===== config.mk =====
export PLATFORM = sky130hd
export DESIGN_NAME = telegram_seq
export DESIGN_NICKNAME = d
export VERILOG_FILES = /design/src/rtl/telegram_pkg.sv /design/src/rtl/seq_timer.sv /design/src/rtl/telegram_seq.sv
export SDC_FILE = /design/constraint.sdc
export NUM_CORES = 1
export LEC_CHECK = 0
export ABC_AREA = 1
export CAP_MARGIN = 15
export CELL_PAD_IN_SITES_DETAIL_PLACEMENT = 0
export CELL_PAD_IN_SITES_GLOBAL_PLACEMENT = 1
export CORE_UTILIZATION = 41
export DETAILED_ROUTE_END_ITERATION = 8
export GPL_TIMING_DRIVEN = 1
export HOLD_SLACK_MARGIN = 0.05
export PLACE_DENSITY_LB_ADDON = 0.1
export SETUP_SLACK_MARGIN = 0.5
export SLEW_MARGIN = 30
export SYNTH_ARGS = -nofsm -noshare
export SYNTH_HDL_FRONTEND = slang
export SYNTH_HIERARCHICAL = 1
export SYNTH_SLANG_ARGS = --single-unit

===== constraint.sdc =====
create_clock -name clk -period 2 [get_ports clk]
set_input_delay 0.4 -clock clk [delete_from_list [all_inputs] [get_ports clk]]
set_output_delay 0.4 -clock clk [all_outputs]
set_load 0.01 [all_outputs]

===== src/rtl/telegram_pkg.sv =====
// telegram_pkg: shared types and constants for the telegram round-trip blocks.
package telegram_pkg;
  typedef logic [2:0] state_t;
  typedef logic [7:0] rn_t;
  localparam state_t S_IDLE  = 3'd0;
  localparam state_t S_SEND  = 3'd1;
  localparam state_t S_WAIT  = 3'd2;
  localparam state_t S_CHECK = 3'd3;
  localparam state_t S_RETRY = 3'd4;
  localparam state_t S_DONE  = 3'd5;
  localparam state_t S_FAIL  = 3'd6;
  localparam logic [3:0] FRAME_LEN_DEF = 4'b1011;
endpackage


===== src/rtl/seq_timer.sv =====
// seq_timer: clearable up-counter flagging the last cycle of the receive window.
module seq_timer #(
  parameter int TMR_W   = 16,
  parameter int TIMEOUT = 50000
) (
  input  logic clk,
  input  logic rst,
  input  logic clr_i,
  input  logic en_i,
  output logic tc_o
);
  localparam logic [TMR_W-1:0] TC = TMR_W'(TIMEOUT - 1);
  logic [TMR_W-1:0] cnt_q;
  always_ff @(posedge clk or posedge rst)
    if (rst) cnt_q <= '0;
    else if (clr_i) cnt_q <= '0;
    else if (en_i) cnt_q <= cnt_q + 1'b1;
  assign tc_o = cnt_q == TC;
endmodule


===== src/rtl/telegram_seq.sv =====
// telegram_seq: sends a numbered telegram, checks the echoed number, retries on mismatch or timeout.
module telegram_seq
  import telegram_pkg::*;
#(
  parameter logic [3:0] FRAME_LEN = FRAME_LEN_DEF,
  parameter int TIMEOUT   = 50000,
  parameter int TMR_W     = 16,
  parameter int MAX_RETRY = 3
) (
  input  logic       clk,
  input  logic       rst,
  input  logic       start,
  input  logic       tx_ack,
  input  logic       rx_valid,
  input  logic [7:0] crn,
  output logic       tx_req,
  output logic [7:0] rn,
  output logic       buf_clr,
  output logic       busy,
  output logic       done,
  output logic       err,
  output logic [1:0] retry_cnt
);
  localparam logic [1:0] MAX  = 2'(MAX_RETRY);
  localparam logic [3:0] LAST = FRAME_LEN - 4'd1;
  state_t state_q, state_d;
  rn_t rn_q;
  logic [1:0] retry_q;
  logic [3:0] rx_cnt_q;
  logic tx_req_q, buf_clr_q, busy_q, done_q, err_q, tc, accept, frame_end;
  assign accept    = state_q == S_IDLE && start;
  assign frame_end = state_q == S_WAIT && rx_valid && rx_cnt_q == LAST;
  seq_timer #(.TMR_W(TMR_W), .TIMEOUT(TIMEOUT)) u_timer (
    .clk(clk), .rst(rst), .clr_i(state_q == S_SEND && tx_ack), .en_i(state_q == S_WAIT), .tc_o(tc)
  );
  // a frame completing on the timeout cycle takes priority over the retry
  always_comb begin
    state_d = state_q;
    case (state_q)
      S_IDLE:  state_d = start ? S_SEND : S_IDLE;
      S_SEND:  state_d = tx_ack ? S_WAIT : S_SEND;
      S_WAIT:  state_d = frame_end ? S_CHECK : tc ? S_RETRY : S_WAIT;
      S_CHECK: state_d = crn == rn_q ? S_DONE : S_RETRY;
      S_RETRY: state_d = retry_q == MAX ? S_FAIL : S_SEND;
      default: state_d = S_IDLE;
    endcase
  end
  always_ff @(posedge clk or posedge rst) begin
    if (rst) begin
      state_q   <= S_IDLE;
      rn_q      <= '0;
      retry_q   <= '0;
      rx_cnt_q  <= '0;
      tx_req_q  <= 1'b0;
      buf_clr_q <= 1'b0;
      busy_q    <= 1'b0;
      done_q    <= 1'b0;
      err_q     <= 1'b0;
    end else begin
      state_q   <= state_d;
      tx_req_q  <= state_d == S_SEND;
      buf_clr_q <= state_d == S_SEND && state_q != S_SEND;
      busy_q    <= state_d != S_IDLE;
      done_q    <= state_d == S_DONE;
      if (accept) rn_q <= rn_q + 1'b1;
      if (accept) err_q <= 1'b0;
      else if (state_q == S_FAIL) err_q <= 1'b1;
      if (accept) retry_q <= '0;
      else if (state_q == S_RETRY && state_d == S_SEND) retry_q <= retry_q + 1'b1;
      if (state_q == S_SEND && tx_ack) rx_cnt_q <= '0;
      else if (state_q == S_WAIT && rx_valid) rx_cnt_q <= rx_cnt_q + 1'b1;
    end
  end
  assign tx_req    = tx_req_q;
  assign rn        = rn_q;
  assign buf_clr   = buf_clr_q;
  assign busy      = busy_q;
  assign done      = done_q;
  assign err       = err_q;
  assign retry_cnt = retry_q;
endmodule

==> results of run 1 <==
[metal layers]
metal / share of wire (%) / GRT usage, %
met4: 1.2 / 6.17
met2: 46 / 30.5
met3: 3.3 / 4.28
met1: 50 / 27.0
met5: 0 / 0
[logic make-up after synthesis]
kind of cell	count (synthesis)	share of synthesized area (%)
simple gates	152	35.5
buf+inv	43	7.90
flops	38	43.2
compound gates	21	5.40
xor+xnor	13	5.17
fa+ha+maj	5	2.84
[state kept, by name, summed over array words and instances (netlist names)]
name,cells
u_timer/cnt_q,16
done,1
rn,8
retry_cnt,2
tx_req,1
state_q,3
rx_cnt_q,4
busy,1
buf_clr,1
err,1
[layout make-up]
class                      count  area share (%)
timing repair buffer          51            14.8
clock inverter                 2            2.06
clock buffer                   6            2.84
multi-input combinational    191            38.6
sequential                    38            32.8
tap                           70            3.01
inverter                      42            5.89
[worst max path at each step]
stage	to	cells after the start	start	slack, ps
after CTS	busy	10	u_timer/cnt_q[1]	300
after global placement	u_timer/cnt_q[10]	11	tx_ack	110
after global routing	busy	10	u_timer/cnt_q[1]	180
after detailed placement	u_timer/cnt_q[15]	10	tx_ack	80
after floorplan	busy	10	u_timer/cnt_q[0]	490
final	busy	10	u_timer/cnt_q[1]	300
[power by group through the flow]
stage          clock network (uW)  logic (uW)  registers (uW)
3_5_place_dp                    0        1130            1200
5_1_grt                       878        1520            1170
6_report                      826        1370            1130
4_1_cts                       849        1330            1130
2_1_floorplan                   0         691            1220
3_3_place_gp                    0        1120            1200
[synthesized netlist by cell type (2+ instances only)]
library cell               n  area share, %
sky130_fd_sc_hd__nand3_1  19            4.3
sky130_fd_sc_hd__inv_1    37            6.3
sky130_fd_sc_hd__nand3_2   3            1.4
sky130_fd_sc_hd__o21a_1    2           0.68
sky130_fd_sc_hd__ha_1      5            2.8
sky130_fd_sc_hd__xnor2_1   5            2.0
sky130_fd_sc_hd__o21ai_0   4           0.91
sky130_fd_sc_hd__nor2_2    3           0.85
sky130_fd_sc_hd__nand2_1  55            9.4
sky130_fd_sc_hd__dfrtp_1  38             43
sky130_fd_sc_hd__nor2_4    5            2.6
sky130_fd_sc_hd__nand2_2   6            1.7
sky130_fd_sc_hd__nor2_1   40            6.8
sky130_fd_sc_hd__nand2_4   2            1.0
sky130_fd_sc_hd__xor2_1    8            3.2
sky130_fd_sc_hd__inv_2     3           0.51
sky130_fd_sc_hd__nand4_1   7            2.0
sky130_fd_sc_hd__a21oi_1   7            1.6
sky130_fd_sc_hd__nor3_1    5            1.1
sky130_fd_sc_hd__o21ai_1   5            1.1
[through the flow]
stage                     std cells  worst slack (ps)  instance area [um^2]
final                           400               305                  2910
after global routing            400               181                  2910
after CTS                       397               304                  2860
after detailed placement        371              78.4                  2570
after global placement          371               110                  2570
after floorplan                 272               493                  2210
[tightest hold or removal path, cell delays in order]
cell	delay [ps]
sky130_fd_sc_hd__clkdlybuf4s50_1	410
sky130_fd_sc_hd__inv_1	50
sky130_fd_sc_hd__buf_4	240
[placed cells by master, fill, tap and decap left out, types with 2 or more instances in the layout]
| cell | instances |
|---|---|
| sky130_fd_sc_hd__nand2_1 | 54 |
| sky130_fd_sc_hd__nand3_2 | 3 |
| sky130_fd_sc_hd__nor2_2 | 5 |
| sky130_fd_sc_hd__nor3_1 | 5 |
| sky130_fd_sc_hd__nor2_4 | 6 |
| sky130_fd_sc_hd__o21ai_1 | 5 |
| sky130_fd_sc_hd__nand4_1 | 7 |
| sky130_fd_sc_hd__clkdlybuf4s50_1 | 11 |
| sky130_fd_sc_hd__clkbuf_8 | 6 |
| sky130_fd_sc_hd__dlygate4sd2_1 | 16 |
| sky130_fd_sc_hd__nand3_1 | 19 |
| sky130_fd_sc_hd__inv_1 | 34 |
| sky130_fd_sc_hd__inv_4 | 2 |
| sky130_fd_sc_hd__a21oi_1 | 7 |
| sky130_fd_sc_hd__nand2_4 | 3 |
| sky130_fd_sc_hd__dfrtp_1 | 35 |
| sky130_fd_sc_hd__o21ai_0 | 4 |
| sky130_fd_sc_hd__buf_4 | 24 |
| sky130_fd_sc_hd__nand2_2 | 6 |
| sky130_fd_sc_hd__nor2_1 | 37 |
| sky130_fd_sc_hd__inv_2 | 3 |
| sky130_fd_sc_hd__dfrtp_2 | 3 |
| sky130_fd_sc_hd__o21a_1 | 2 |
| sky130_fd_sc_hd__ha_1 | 4 |
| sky130_fd_sc_hd__xor2_1 | 8 |
| sky130_fd_sc_hd__bufinv_16 | 2 |
| sky130_fd_sc_hd__xnor2_1 | 5 |
[repair_timing]
| action | CTS | global route |
|---|---|---|
| buffers inserted | 18 | 3 |
| gates cloned | 0 | 0 |
| setup endpoints to repair | 32 | 18 |
| gates resized for setup | 25 | 8 |
| pin swaps | 1 | 5 |
==> results.tsv, run 1 <==
metric	value	unit
run status	complete, no violations	
Ys Warns	6	
clock insertion delay at the later pin of the skew report	300	ps
leakage power figure	0.00145	uW
EDFF count, synth	0	
combinational power share	41.1	%
register cell area after layout	955	um^2
power per unit of standard cell area	1140	nW/um^2
launching point of the worst reg2reg path	u_timer/cnt_q[1]	
TritonCTS clock tree	yes	
Clock Sinks	38	
required time of the critical path	2190	ps
global-route wire length before repair	8.17	mm
hold buffer count at cts	0	
list of cells traversed by the critical path	ha_4 -> nand2_4 -> nor2_4 -> nand4_1 -> nor4_4 -> nand2_1 -> nand2_1 -> nand2_2 -> nor2_2 -> nand2_1	
fraction of final layout cells sized beyond drive strength 1	21.5	%
starting utilization of the core area	42.8	%
Die Width	75.3	um
vias after detailed routing	1886	
net switching power figure	1220	uW
largest net degree at the start of global routing	23	
endpoint of the worst-slack reg-to-reg timing path	busy	
number of fillers in the final layout	516	
delay of the slowest cell on the worst path	410	ps
Die H	75.3	um
Max IR drop VDD	0.623	mV
residual DRC count	0	
arrival time of data at the critical path endpoint	1880	ps
GR Overflow Total	0	
RSZ-0062 raised after global routing	yes	
netlist area before placement	2200	um^2
count of buffer and inverter cells on the critical path	0	
area of the core	5140	um^2
number of primary I/O pins	28	
via count of the first global-routing pass	1760	
detailed-routing iteration count for the pre-antenna-repair pass	5	
CTS HTree Levels	2	
number of inserted diodes	0	
fraction of registers with async set/reset	100	%
most frequent cell on the critical path	sky130_fd_sc_hd__nand2_1	
flip-flop and latch count after synthesis	38	
Worst Skew	6.30	ps
dominant synthesized flop cell	sky130_fd_sc_hd__dfrtp_1	
overall die area	5670	um^2
final count of hold timing violations	0	
final weighted congestion in routability-driven placement	0.804	
Tightest Hold Check Type	primary input to async pin	
number of nets in the layout	347	
Avg Synthesized Cell Area	8.10	um^2
worst reg2reg path depth	10	
final number of max-transition violations	0	
setup slack of the most critical reg-to-reg path	300	ps
Num CTS Buffers	5	
Worst setup SP type	flop	
antenna violations before repair	0	
clock slew at the register clock pins of the worst setup and hold paths	80	ps
final wirelength	4.83	mm
Sw Ratio	36.7	%
Syn Nets	290	
share of total power in sequential cells	34.1	%
number of nets still failing antenna checks after routing	0	
final-report setup violation count	0	
clock share of power	24.8	%
Cells after Synth	272	
upper clock frequency limit	590	MHz
sequential element share of the synthesized area	43.2	%
slew margin rel.	80.5	%
endpoint type of the worst setup path	flop	
transition time at the pin with the least slew margin	292	ps
max-cap violations	0	
Final Power	3330	uW
fin crit share	84.8	%
total global routing track utilization	19.5	%
total area of multi-input combinational cells	1120	um^2
number of distinct standard cells referenced by the synthesized netlist	33	
buffer cell driving the clock tree root	sky130_fd_sc_hd__clkbuf_8	
CP max-delay cell	sky130_fd_sc_hd__dfrtp_1	
biggest fanout along the worst timing path	3	
setup_tns	0	ps
growth of design area from synthesis to finish	32.2	%
DR WL/cell	12.1	um
worst hold slack after final layout	436	ps
dpl hpwl	3.47	mm
number of buffers added on ports	27	
cell row count	26	
type of the setup path with the least slack	flop to flop	
final core occ	56.6	%
minimum clock period	1700	ps
dominant delay contributor by cell family on the critical path	simple AND/OR/NAND/NOR gates	
number of DRC markers in iteration 0	65	
buffer levels on the longest clock path	2	
Internal Power	2110	uW
via density per instance	4.72	
No activity file was read; power rests on OpenSTA's default activity.
==> run 2: changes to the inputs <==
--- a/config.mk
+++ b/config.mk
@@ -9,7 +9,7 @@
 export CAP_MARGIN = 15
 export CELL_PAD_IN_SITES_DETAIL_PLACEMENT = 0
 export CELL_PAD_IN_SITES_GLOBAL_PLACEMENT = 1
-export CORE_UTILIZATION = 41
+export CORE_UTILIZATION = 37
 export DETAILED_ROUTE_END_ITERATION = 8
 export GPL_TIMING_DRIVEN = 1
 export HOLD_SLACK_MARGIN = 0.05
==> constraint.sdc (replaced) <==
create_clock -name clk -period 1.4 [get_ports clk]
set_input_delay 0.28 -clock clk [delete_from_list [all_inputs] [get_ports clk]]
set_output_delay 0.28 -clock clk [all_outputs]
set_load 0.01 [all_outputs]
==> run 2 against run 1 <==
  * The flow now finishes with violations (setup timing)
  * Worst setup slack got worse by 500 ps
  * Design area grew 19%
  * Critical path type unchanged
  * Cell count rose by 14%
  * Global-route usage grew 1.0 points
  * Largest power group unchanged
  * Maximum frequency is 6.5% higher
  * Clock skew is 0.94 ps higher
  * Count of clock-buffer cells in the layout unchanged
  * Hold slack lost 120 ps
  * Non-clock buffer count increased by 53
  * Sequential share of layout area shrank 5.2 points
  * First-iteration DRC count is 3.1% lower
==> results.tsv, run 2 (synthesis gave the netlist of run 1 again) <==
metric	value	unit	change
required time of the critical path	1590	ps	-600 ps
most common cell after layout, fill and taps aside	sky130_fd_sc_hd__buf_4		
CTS HTree Levels	2		unchanged
transition time at the pin with the least slew margin	322	ps	+29.8 ps
net switching power figure	2100	uW	+72%
GR Overflow Total	0		unchanged
arrival time of data at the critical path endpoint	1780	ps	-100 ps
vias after detailed routing	2091		+11%
endpoint type of the worst setup path	flop		
leakage power figure	0.00172	uW	+18%
antenna violations before repair	0		unchanged
minimum clock period	1590	ps	-103 ps
final number of max-transition violations	0		unchanged
dpl hpwl	4.08	mm	+18%
register name with the most flops	u_timer/cnt_q		
slew margin rel.	78.4	%	-2.2 points
number of nets still failing antenna checks after routing	0		unchanged
run status	finished with violations		
largest net degree at the start of global routing	23		unchanged
number of primary I/O pins	28		unchanged
residual DRC count	0		unchanged
number of flip-flops in the largest register	16		unchanged
violations in the final reports	setup timing		
overall die area	6260	um^2	+11%
TritonCTS clock tree	yes		
cell area after placement	2980	um^2	+16%
final weighted congestion in routability-driven placement	0.805		about the same
Worst setup SP type	flop		
sum of routed wire segments on met1	2.80	mm	+16%
area of the core	5610	um^2	+9.1%
final-report setup violation count	19		+19
DR WL/cell	12.6	um	+4.1%
fraction of final layout cells sized beyond drive strength 1	46.2	%	+25 points
Die Width	79.1	um	+5.1%
Num CTS Buffers	5		unchanged
clock share of power	13.9	%	-11 points
power per unit of standard cell area	1580	nW/um^2	+38%
Clock Sinks	38		unchanged
fin crit share	114	%	+29 points
Top Metal Used	met4		
RSZ-0062 raised after global routing	yes		
number of nets in the layout	400		+15%
setup_tns	-1160	ps	-1160 ps
final instance area	3470	um^2	+19%
cell row count	27		+3.8%
sum of met3 wire segment lengths after detailed routing	111	um	-30%
Die H	79.1	um	+5.1%
via count of the first global-routing pass	2170		+23%
clock slew at the register clock pins of the worst setup and hold paths	80	ps	about the same
final count of hold timing violations	0		unchanged
Internal Power	3390	uW	+61%
number of inserted diodes	0		unchanged
combinational power share	56.8	%	+16 points
biggest fanout along the worst timing path	2		-1
growth of design area from synthesis to finish	57.6	%	
buffer levels on the longest clock path	2		unchanged
Worst Setup Slack, final	-192	ps	-497 ps
clock insertion delay at the later pin of the skew report	300	ps	about the same
dpl cells	421		+13%
met2 WL post-DR	2.71	mm	+23%
worst hold slack after final layout	318	ps	-117 ps
starting utilization of the core area	39.3	%	-3.6 points
non-filler cells, final	455		+14%
share of total power in sequential cells	29.2	%	-4.9 points
via density per instance	4.60		-2.5%
detailed-routing iteration count for the pre-antenna-repair pass	4		-1
pre-CTS setup slack	-314	ps	-393 ps
type of the setup path with the least slack	flop to flop		
number of buffers added on ports	27		unchanged
Sw Ratio	38.3	%	+1.6 points
top library cells by usage in the layout, fill and taps aside	sky130_fd_sc_hd__buf_4, sky130_fd_sc_hd__nand2_1, sky130_fd_sc_hd__dfrtp_1		
global-route wire length before repair	9.77	mm	+20%
buffer cell driving the clock tree root	sky130_fd_sc_hd__clkbuf_8		
number of DRC markers in iteration 0	63		-3.1%
final wirelength	5.72	mm	+18%
upper clock frequency limit	628	MHz	+6.5%
total global routing track utilization	20.5	%	+1.0 points
Max IR drop VDD	1.15	mV	+84%
Worst Skew	7.24	ps	+0.938 ps
Tightest Hold Check Type	primary input to async pin		
max-cap violations	0		unchanged
run 2: changes by cell type in the layout (fill, tap and decap cells not counted), sizes merged:
cell / previous run / this run
buf: 24 / 92
dlygate4sd2: 16 / 0
bufinv: 2 / 0
clkinv: 1 / 3
clkdlybuf4s50: 11 / 12
run 2: power by group through the flow:
stage / clock network [uW] / logic [uW] / registers [uW]
2_1_floorplan: 0 / 1030 / 1750
3_3_place_gp: 0 / 2200 / 1650
3_5_place_dp: 0 / 2230 / 1660
4_1_cts: 793 / 2920 / 1610
5_1_grt: 853 / 3380 / 1640
6_report: 765 / 3120 / 1610
run 2: path summary, 6_finish.rpt:
kind,start,endpoint,slack [ps],cells after the start
min in group clk,err,err,510,1
min,rst,u_timer/cnt_q[5],320,3
min reg2reg,err,err,510,1
max,u_timer/cnt_q[0],busy,-190,10
max reg2reg,u_timer/cnt_q[0],busy,-190,10
max in group asynchronous,rst,rn[0],800,3
run 2: layer usage:
metal	up-vias	GRT usage [%]
met3	10	3.68
met4	0	8.18
met2	25	33.6
li1	1079	-
met5	-	0
met1	977	26.7
run 2: critical path, stage by stage (launching register included):
cell                      delay [ps]
sky130_fd_sc_hd__dfrtp_1         360
sky130_fd_sc_hd__ha_2            200
sky130_fd_sc_hd__nand2_2          70
sky130_fd_sc_hd__nor2_2          110
sky130_fd_sc_hd__nand4_1         120
sky130_fd_sc_hd__nor4_2          250
sky130_fd_sc_hd__nand2_1         100
sky130_fd_sc_hd__nand2_1          80
sky130_fd_sc_hd__nand2_2          50
sky130_fd_sc_hd__nor2_1           80
sky130_fd_sc_hd__nand2_1          60
run 2: layout make-up:
| class | count | area [um^2] |
|---|---|---|
| Sequential cell | 38 | 956 |
| Clock buffer | 6 | 72.6 |
| Inverter | 42 | 176 |
| Timing Repair Buffer | 104 | 912 |
| Tap cell | 72 | 90.1 |
| Multi-Input combinational cell | 191 | 1250 |
| Fill cell | 497 | 2140 |
| Clock inverter | 2 | 10.0 |
run 2: what timing repair did:
item,4_1_cts,5_1_grt
pin swaps,18,7
hold buffers,0,0
setup buffers,20,6
hold endpoints to repair,0,0
resized for setup,123,14
setup endpoints to repair,53,53
run 2: through the flow:
step	util (%)	total power, uW
finish	61.9	5490
CTS	60.4	5330
floorplan	-	2780
detailed placement	53.2	3890
global route	61.9	5870
global placement	53.2	3850
